### src/rtl/xf100_exu_wbck.sv
// Writeback arbiter: buffers ALU results in a FIFO, arbitrates ALU vs LSU onto a registered regfile write port.
// Latency: LSU grant->write 1 cycle, ALU push->write 2 cycles minimum; ALU is backpressured only by FIFO-full.
module xf100_exu_wbck #(
    parameter int XLEN       = 32,
    parameter int RFIDX_W    = 5,
    parameter int FIFO_DEPTH = 2,
    parameter int STARVE_MAX = 4
) (
    input  logic                          clk,
    input  logic                          rst,
    input  logic                          alu_wbck_valid,
    output logic                          alu_wbck_ready,
    input  logic                          alu_wbck_en,
    input  logic [XLEN-1:0]               alu_wbck_data,
    input  logic [RFIDX_W-1:0]            alu_wbck_rdidx,
    input  logic                          lsu_wbck_valid,
    output logic                          lsu_wbck_ready,
    input  logic                          lsu_wbck_err,
    input  logic [XLEN-1:0]               lsu_wbck_data,
    input  logic [RFIDX_W-1:0]            lsu_wbck_rdidx,
    output logic                          rf_wen,
    output logic [RFIDX_W-1:0]            rf_widx,
    output logic [XLEN-1:0]               rf_wdata,
    output logic                          wbck_err,
    output logic [$clog2(FIFO_DEPTH):0]   alu_fifo_cnt
);

    localparam int PW = $clog2(FIFO_DEPTH);
    localparam int CW = PW + 1;
    localparam int SW = $clog2(STARVE_MAX + 1);

    logic [XLEN-1:0]    mem_dat [FIFO_DEPTH];
    logic [RFIDX_W-1:0] mem_idx [FIFO_DEPTH];

    logic [PW-1:0]      wr_ptr_q, wr_ptr_d, rd_ptr_q, rd_ptr_d;
    logic [CW-1:0]      cnt_q, cnt_d;
    logic [SW-1:0]      starve_q, starve_d;
    logic               rf_wen_q, rf_wen_d, err_q, err_d;
    logic [RFIDX_W-1:0] rf_widx_q, rf_widx_d;
    logic [XLEN-1:0]    rf_wdata_q, rf_wdata_d;

    logic full, a_cand, a_win, l_win, store;

    assign full           = (cnt_q == CW'(FIFO_DEPTH));
    assign alu_wbck_ready = !full;
    // Results that would never write the regfile complete the handshake but take no slot.
    assign store          = alu_wbck_valid && !full && alu_wbck_en && (alu_wbck_rdidx != '0);

    assign a_cand         = (cnt_q != '0);
    assign a_win          = a_cand && (!lsu_wbck_valid || (starve_q == SW'(STARVE_MAX)));
    assign l_win          = lsu_wbck_valid && !a_win;
    assign lsu_wbck_ready = l_win;

    always_comb begin
        wr_ptr_d = store ? wr_ptr_q + PW'(1) : wr_ptr_q;
        rd_ptr_d = a_win ? rd_ptr_q + PW'(1) : rd_ptr_q;
        cnt_d    = cnt_q;
        if (store && !a_win)
            cnt_d = cnt_q + CW'(1);
        else if (!store && a_win)
            cnt_d = cnt_q - CW'(1);

        starve_d = starve_q;
        if (!a_cand || a_win)
            starve_d = '0;
        else if (starve_q != SW'(STARVE_MAX))
            starve_d = starve_q + SW'(1);

        rf_wen_d   = 1'b0;
        err_d      = 1'b0;
        rf_widx_d  = rf_widx_q;
        rf_wdata_d = rf_wdata_q;
        if (a_win) begin
            rf_wen_d   = 1'b1;
            rf_widx_d  = mem_idx[rd_ptr_q];
            rf_wdata_d = mem_dat[rd_ptr_q];
        end else if (l_win) begin
            rf_wen_d   = !lsu_wbck_err && (lsu_wbck_rdidx != '0);
            err_d      = lsu_wbck_err;
            rf_widx_d  = lsu_wbck_rdidx;
            rf_wdata_d = lsu_wbck_data;
        end
    end

    always_ff @(posedge clk) begin
        if (store) begin
            mem_dat[wr_ptr_q] <= alu_wbck_data;
            mem_idx[wr_ptr_q] <= alu_wbck_rdidx;
        end
    end

    always_ff @(posedge clk) begin
        if (rst) begin
            wr_ptr_q   <= '0;
            rd_ptr_q   <= '0;
            cnt_q      <= '0;
            starve_q   <= '0;
            rf_wen_q   <= 1'b0;
            err_q      <= 1'b0;
            rf_widx_q  <= '0;
            rf_wdata_q <= '0;
        end else begin
            wr_ptr_q   <= wr_ptr_d;
            rd_ptr_q   <= rd_ptr_d;
            cnt_q      <= cnt_d;
            starve_q   <= starve_d;
            rf_wen_q   <= rf_wen_d;
            err_q      <= err_d;
            rf_widx_q  <= rf_widx_d;
            rf_wdata_q <= rf_wdata_d;
        end
    end

    assign rf_wen       = rf_wen_q;
    assign rf_widx      = rf_widx_q;
    assign rf_wdata     = rf_wdata_q;
    assign wbck_err     = err_q;
    assign alu_fifo_cnt = cnt_q;

endmodule

### config.mk
export PLATFORM = sky130hd
export DESIGN_NAME = xf100_exu_wbck
export DESIGN_NICKNAME = d
export VERILOG_FILES = /design/src/rtl/xf100_exu_wbck.sv
export SDC_FILE = /design/constraint.sdc
export NUM_CORES = 1
export LEC_CHECK = 0
export CORE_MARGIN = 2
export CORE_UTILIZATION = 30
export CTS_BUF_LIST = sky130_fd_sc_hd__clkbuf_2
export DETAILED_ROUTE_END_ITERATION = 12
export SLEW_MARGIN = 15
export SYNTH_ARGS = -nofsm -noshare
export SYNTH_HDL_FRONTEND = slang
export SYNTH_SLANG_ARGS = --single-unit
### constraint.sdc
create_clock -name clk -period 3.94 [get_ports clk]
set_input_delay 0.591 -clock clk [delete_from_list [all_inputs] [get_ports clk]]
set_output_delay 0.591 -clock clk [all_outputs]
set_load 0.02 [all_outputs]
Word-level counts from Yosys, hierarchy flattened
Memories as Yosys holds them, arrays and structs flattened. A register that Yosys moved wholly into a read port is not among the register bits.
Index checks and enable logic that the tools add are counted.
{ "classes": {"n_eq_ne": 3, "mux": 14, "n_reduce_logical": 23, "n_bitwise": 1, "addsub": 5} }
{ "ops": {"columns": ["cell", "n"], "rows": [
  ["$mux 32", 2],
  ["$mux 5", 2],
  ["$reduce_bool 5->1", 2],
  ["$logic_and 1x1->1", 8],
  ["$mux 1", 8],
  ["$logic_not 1->1", 6],
  ["$reduce_bool 2->1", 3],
  ["$mux 2", 2],
  ["$add 3x1->3 const B", 1],
  ["$eq 3x3->1 const B", 1],
  ["$ne 3x3->1 const B", 1],
  ["$reduce_or 3->1", 1],
  ["$add 1x1->1 const B", 2],
  ["$add 2x1->2 const B", 1],
  ["$eq 2x2->1 const B", 1],
  ["$logic_or 1x1->1", 2],
  ["$reduce_or 2->1", 1],
  ["$sub 2x1->2 const B", 1],
  ["$not 1->1", 1]
]} }
{ "word_totals": {"ramBits": 74, "elab_cells": 56, "register_bits": 46, "output_inout_bits": 43, "n_memories": 2} }
{ "mem_list": {"columns": ["name", "depth", "width", "read_ports", "rd_ports_with_merged_regs", "wr", "line_no", "source"], "rows": [
  ["mem_dat", 2, 32, 1, 1, 1, "32", "logic [XLEN-1:0] mem_dat [FIFO_DEPTH];"],
  ["mem_idx", 2, 5, 1, 1, 1, "33", "logic [RFIDX_W-1:0] mem_idx [FIFO_DEPTH];"]
]} }

Depth between registers and ports, before layout
Gate-level depths: netlist (run 1).
{ "depth": {"word_depth": 9, "ltp_mapped": 8, "mapped_depth_nobuf": 8} }

Worst setup path after synthesis (run 1)
No wires, ideal clock.
{ "synth_timing": {"path_kind": "reg-to-reg", "start": "reg cnt_q[0] (netlist: alu_fifo_cnt[0])", "end": "mem mem_dat[0][0] (enable)", "path_slack_ns": 0.652, "n_path_buf": 0, "stages_incl_launch_ff": 4, "setup_time_ns": 0.436, "period_less_slack_ns": 3.288, "t_required_ns": 3.504, "arrival_time_ns": 2.852, "path_cell_list": "dfxtp_1 -> nand2b_1 -> o2111a_1 -> nor2b_1"} }
{ "synth_between": {"elab_chain_len": 7} }
{ "synth_rtl": {"columns": ["element", "line_no", "source"], "rows": [
  ["start: declaration", "36", "logic [CW-1:0] cnt_q, cnt_d;"],
  ["start signal: assignment", "105", "cnt_q <= cnt_d;"],
  ["$eq 2x2->1", "44", "assign full = (cnt_q == CW'(FIFO_DEPTH));"],
  ["$logic_not 1->1", null, null],
  ["net alu_wbck_ready", "12", "output logic alu_wbck_ready,"],
  ["$logic_and 1x1->1 (3 in series)", "47", "assign store = alu_wbck_valid && !full && alu_wbck_en && (alu_wbck_rdidx != '0);"],
  ["$mux 1", "86", "if (store) begin"],
  ["$mux 1 (implied by the code)", "87", "mem_dat[wr_ptr_q] <= alu_wbck_data;"],
  ["end: declaration", "32", null]
]} }
The timed path passes the listed nets, and every way through them passes these cells.

Final worst setup path (run 1)
{ "layout_timing": {"start": "reg starve_q[0]", "end": "out lsu_wbck_ready"} }
{ "layout_between": {"elab_chain_len": 5} }
{ "layout_rtl": {"columns": ["element", "line_no", "source"], "rows": [
  ["start: declaration", "37", "logic [SW-1:0] starve_q, starve_d;"],
  ["start signal: assignment", "106", "starve_q <= starve_d;"],
  ["$eq 3x3->1", "50", "assign a_win = a_cand && (!lsu_wbck_valid || (starve_q == SW'(STARVE_MAX)));"],
  ["$logic_or 1x1->1", "50", null],
  ["$logic_and 1x1->1", "50", null],
  ["$logic_not 1->1", "51", "assign l_win = lsu_wbck_valid && !a_win;"],
  ["$logic_and 1x1->1", "51", null],
  ["end: declaration", "17", "output logic lsu_wbck_ready,"]
]} }
Every way passes these cells.

==> flow_summary_export.csv, run 1 <==
group,metric,value,unit
status,outcome,"finished clean",
timing,setup_tns,0,ns
clock_tree,cts_max_path_buffers,2,
timing,rsz0062_at_grt,"false",
timing,final_max_slew_viol_count,0,
synth,yosys_warnings,0,
global_routing,groute.usage.overall,0.123,
clock_tree,cts-root-buf,"clkbuf_2",
synth,postSynthCellCount,327,
cells_and_area,antenna_cells,0,
drt,wirelength_met1,4.52,mm
setup_path,crit_chain,"inv_1 > ha_1 > a21boi_0 > or2_2 > and2_1 > clkdlybuf4s50_1",
global_routing,grt_overflow,0,
floorplan,initial_core_util,0.309,
timing,hold_viol_final,0,
floorplan,die-area,0.0168,mm²
timing,max_slew_margin,0.363,
setup_path,path_buf_inv,2,
place,finalWeightedCongestion,0.721,
synth,synth-async-reset-ratio,0,
timing,fmax,0.321,GHz
synth,synth.largest_area_cell,"edfxtp_1",
setup_path,start_kind,"flip-flop",
timing,fin_crit_sh,0.791,
setup_path,crit_family,"buffers and inverters",
clock_tree,cts_tree,"yes",
cells_and_area,nets,541,
setup_path,cp_max_fo,4,
clock_tree,ctsHoldBuffers,0,
floorplan,die_x,130,µm
clock_tree,clock-sinks,121,
setup_path,crit_slowest_cell,"clkdlybuf4s50_1",
clock_tree,cts_setup_buffers,0,
drt,vias,2961,
setup_path,end_kind,"primary output",
drt,drt_iter0_drc,124,
clock_tree,numCtsBuffers,17,
setup_path,critPathKind,"reg -> out",
setup_path,cp.arrival,2.53,ns
synth,synth_area_leaders,"edfxtp_1, dfxtp_1, o221ai_2, mux2i_1, inv_1",
synth,synth_area,0.00473,mm²
synth,ys_types,33,
setup_path,critical_path.max_stage_delay,0.60,ns
synth,yosysSeqAreaShare,0.669,
synth,synth_area_per_cell,14.5,µm²
place,dp_hpwl,6.68,mm
floorplan,io-pin-count,123,
cells_and_area,final_cell_mix,"clkdlybuf4s50_1, edfxtp_1, dfxtp_1",
synth,ys.flop_type,"edfxtp_1",
power,irDropWorstVdd,0.304,mV
cells_and_area,num-fill-cells,1450,
drt,wl,9.84,mm
cells_and_area,fin_util,0.418,
power,power_density,512,mW/mm²
drt,first_pass_iters,4,
floorplan,fp.dieH,130,µm
synth,synth_seq_cells,121,
synth,syn-num-nets,410,
cells_and_area,drive_gt1_frac,0.155,
timing,skew,0.0237,ns
drt,remaining_drc_errors,0,
run,maxCapViolCount,0,
timing,setup_viol,0,
power,leakage,2.24,nW
drt,avgViaCountPerCell,4.35,
clock_tree,clkTransAtPathRegs,0.15,ns
global_routing,first_global_vias,3098,
drt,maxUsedRoutingLayer,"met4",
timing,tightest_slew,0.955,ns
clock_tree,cts-htree-levels,4,
synth,synth_edf_count,74,
clock_tree,cts_resized,0,
drt,wl_met2,4.62,mm
cells_and_area,area_growth_syn_to_layout,35.2,%
timing,post-route-min-period,3.12,ns
drt,ant_nets,0,
global_routing,antenna_found_initial,0,
floorplan,core-area,0.0153,mm²
global_routing,grt_start_max_net_pins,38,
drt,wl_met3,587,µm
global_routing,grt_pass1_wl,15.5,mm
place,portBuffers,122,
setup_path,critPathRequiredTime,3.35,ns
synth,netlist.area_leader.share,0.470,
hold_path,hold_path_class,"reg -> reg",
cells_and_area,final_common_cell,"clkdlybuf4s50_1",
floorplan,rows,45,
drt,wl_per_cell,14.4,µm
clock_tree,clkLatencyLatePin,0.65,ns
## logic make-up after synthesis
family,Yosys count,synth area share
AO/OA/AOI/OAI,47,0.122
XOR/XNOR,3,0.00556
adder cells (fa/ha/maj),3,0.00794
buffers and inverters,56,0.0550
flip-flops,121,0.669
multiplexers,38,0.0815
AND/OR/NAND/NOR,59,0.0587
## stage by stage
step / instances / hold WS (ns) / cell area [µm²] / power (mW) / setup slack (ns)
4_1_cts: 681 / 0.359 / 6390 / 3.34 / 0.666
2_1_floorplan: 327 / 0.417 / 4730 / 2.16 / 0.652
3_5_place_dp: 650 / 0.455 / 6160 / 2.54 / 0.929
6_report: 681 / 0.473 / 6390 / 3.27 / 0.822
3_3_place_gp: 650 / 0.424 / 6160 / 2.51 / 0.947
5_1_grt: 681 / 0.376 / 6390 / 3.46 / 0.501
## per-layer routing
metal | up-vias | GRT usage
met5 | - | 0
met4 | 0 | 0.0538
met3 | 11 | 0.0458
met2 | 95 | 0.197
met1 | 1394 | 0.148
li1 | 1461 | -
## report_power, final
group	internal, mW	leakage [nW]	switching [mW]
combinational	0.424	1.03	0.448
clock	0.348	0.148	0.434
sequential	1.51	1.07	0.110
## registers in the layout, summed over array words and instances, names as in the netlist, named ones only
register / cells
mem_dat: 64
rf_wdata: 32
mem_idx: 10
rf_widx: 5
starve_q: 3
alu_fifo_cnt: 2
rd_ptr_q: 1
rf_wen: 1
wbck_err: 1
wr_ptr_q: 1
## final timing paths
check	from	endpoint	slack, ns	cells after the start
worst min register to register	starve_q[0]	starve_q[0]	0.47	1
worst max register to register	alu_fifo_cnt[0]	mem_dat[0][0]	1.63	4
worst min-delay path	starve_q[0]	starve_q[0]	0.47	1
worst max-delay path	starve_q[0]	lsu_wbck_ready	0.82	6
## final cells by class
class                   count  area (µm²)  area share
clock buffers              20         100      0.0157
clock inverters            11         130      0.0203
inverters                  41         154      0.0241
multi-input cells         150        1320       0.207
flip-flops and latches    121        3160       0.495
well taps                 211         264      0.0413
repair buffers            127        1260       0.197
## cells in the mapped netlist, drive strengths merged, types with 2 or more instances
master and count:
xor2 2, or3 3, ha 3, o21ai 3
o221ai 37, dfxtp 47, and2 2, nand2 38
a21oi 4, buf 11, inv 41, mux2i 37
clkbuf 4, nor2b 3, edfxtp 74, nor2 6
## worst register-to-register path, delay by kind of cell, from the launching register on
kind | cells | cell delay [ns]
buffers and inverters | 1 | 0.41
and+or+nand+nor | 2 | 0.73
AOI/OAI and AO/OA | 1 | 0.32
DFF | 1 | 0.54
Note: power is estimated with default switching activity, not from simulation.
==> inputs of run 2 (changes only) <==
==> constraint.sdc (replaced) <==
create_clock -name clk -period 2.8 [get_ports clk]
set_input_delay 0.42 -clock clk [delete_from_list [all_inputs] [get_ports clk]]
set_output_delay 0.42 -clock clk [all_outputs]
set_load 0.02 [all_outputs]
==> run 2 against run 1 <==
Sequential share of layout area shrank 0.87 points. Wire length grew 5.1%. Global-route usage grew 0.71 points. Register-to-register slack lost 0.91 ns. Core utilization grew 0.75 points. Combinational power grew 47%. Sequential power grew 40%. Largest power group unchanged. Non-clock buffer count grew 4. Clock power grew 53%.
==> flow_summary_export.csv, run 2 (synthesis gave the netlist of run 1 again) <==
group,metric,value,unit
floorplan,die_x,130,µm
setup_path,r2r_end,"mem_dat[0][10]",
place,dp_slack,0.0378,ns
floorplan,initial_core_util,0.309,
timing,tightest_slew,0.586,ns
power,irDropWorstVdd,0.515,mV
floorplan,fp.dieH,130,µm
clock_tree,clkTransAtPathRegs,0.19,ns
timing,rsz0062_at_grt,"false",
cells_and_area,largest-register,"mem_dat",
floorplan,rows,45,
timing,setup_viol,0,
power,leakage,2.29,nW
cells_and_area,largest_reg_flops,64,
timing,final_max_slew_viol_count,0,
clock_tree,clkLatencyLatePin,0.66,ns
drt,first_pass_iters,4,
cells_and_area,nets,545,
cells_and_area,antenna_cells,0,
clock_tree,clock-sinks,121,
power,p_total,4.74,mW
cells_and_area,final_cell_mix,"clkdlybuf4s50_1, edfxtp_1, dfxtp_1",
clock_tree,cts-root-buf,"clkbuf_2",
timing,fin_crit_sh,0.864,
status,outcome,"finished clean",
timing,max_slew_margin,0.608,
floorplan,io-pin-count,123,
global_routing,grt_pass1_wl,16.1,mm
global_routing,antenna_found_initial,1,
setup_path,crit_path_end,"lsu_wbck_ready",
timing,fmax,0.414,GHz
timing,layout_setup_ws,0.382,ns
setup_path,critPathKind,"reg -> out",
setup_path,cp_max_fo,4,
drt,ant_nets,0,
timing,setup_tns,0,ns
drt,wl,10.3,mm
global_routing,grt_start_max_net_pins,38,
global_routing,groute.usage.overall,0.130,
cells_and_area,final_common_cell,"clkdlybuf4s50_1",
cells_and_area,area_growth_syn_to_layout,37.6,%
timing,post-route-min-period,2.42,ns
drt,drt_iter0_drc,216,
global_routing,first_global_vias,3155,
drt,vias,3049,
setup_path,critical_path.max_stage_delay,0.39,ns
setup_path,reg2reg_depth,4,
clock_tree,numCtsBuffers,17,
floorplan,core-area,0.0153,mm²
drt,remaining_drc_errors,0,
timing,hold_viol_final,0,
setup_path,start_kind,"flip-flop",
place,finalWeightedCongestion,0.734,
setup_path,cp.arrival,2.00,ns
timing,skew,0.0293,ns
setup_path,end_kind,"primary output",
setup_path,r2r_setup_slack,0.72,ns
power,power_density,728,mW/mm²
setup_path,crit_chain,"inv_1 > ha_1 > a21boi_1 > or2_2 > and2_1 > clkbuf_2",
drt,wl_per_cell,15.1,µm
clock_tree,cts_max_path_buffers,2,
run,maxCapViolCount,0,
place,dp_hpwl,7.03,mm
setup_path,startpoint,"starve_q[0]",
setup_path,crit_slowest_cell,"dfxtp_1",
place,portBuffers,122,
cells_and_area,drive_gt1_frac,0.158,
global_routing,grt_overflow,0,
clock_tree,cts-htree-levels,4,
drt,avgViaCountPerCell,4.44,
setup_path,critPathRequiredTime,2.38,ns
hold_path,hold_path_class,"in -> reg",
setup_path,timing.rr.start,"alu_fifo_cnt[0]",
clock_tree,cts_tree,"yes",
floorplan,die-area,0.0168,mm²
## run 2: critical path: cells and delay by family (launching register included)
kind / cells / cell delay, ns
compound gates: 1 / 0.22
fa+ha+maj: 1 / 0.22
simple gates: 2 / 0.32
buf+inv: 2 / 0.21
flops: 1 / 0.39
## run 2: how the worst min path moves through the flow
stage,endpoint,startpoint,cells past startpoint
after detailed placement,starve_q[0],starve_q[0],1
after global routing,mem_dat[1][8],alu_wbck_data[8],1
after floorplan,starve_q[0],starve_q[0],1
after CTS,mem_dat[0][20],alu_wbck_data[20],1
final,mem_dat[1][2],alu_wbck_data[2],1
after global placement,starve_q[0],starve_q[0],1
## run 2: stage by stage
stage	cells	utilization	cell area, µm²	hold WS [ns]
floorplan	327	-	4730	0.417
global placement	652	0.405	6200	0.425
detailed placement	652	0.405	6200	0.438
CTS	684	0.422	6460	0.233
global route	686	0.425	6510	0.192
finish	686	0.425	6510	0.332
## run 2: cell type report
type	instances	area (µm²)
fillers	1438	8800
flip-flops and latches	121	3160
repair buffers	131	1350
multi-input cells	150	1320
well taps	211	264
clock inverters	12	155
inverters	41	154
clock buffers	20	100
## run 2: power breakdown
| part | switching [mW] | total [mW] | internal [mW] |
|---|---|---|---|
| Clock | 0.618 | 1.20 | 0.579 |
| Combinational | 0.646 | 1.28 | 0.630 |
| Sequential | 0.149 | 2.27 | 2.12 |
| Total | 1.41 | 4.74 | 3.33 |
## run 2: per-layer routing
| metal | wire length [µm] | up-vias | part of all wire | track usage |
|---|---|---|---|---|
| met5 | 10 | - | 0.00097 | 0 |
| met2 | 4920 | 96 | 0.48 | 0.208 |
| met3 | 588 | 8 | 0.057 | 0.0512 |
| met1 | 4730 | 1465 | 0.46 | 0.161 |
| li1 | - | 1478 | - | - |
| met4 | 91 | 2 | 0.0088 | 0.0455 |
## run 2: timing repair
action / CTS / global route
resized for setup: 2 / 2
hold buffers: 0 / 0
setup buffers: 0 / 0
endpoints found under the setup margin: 1 / 1
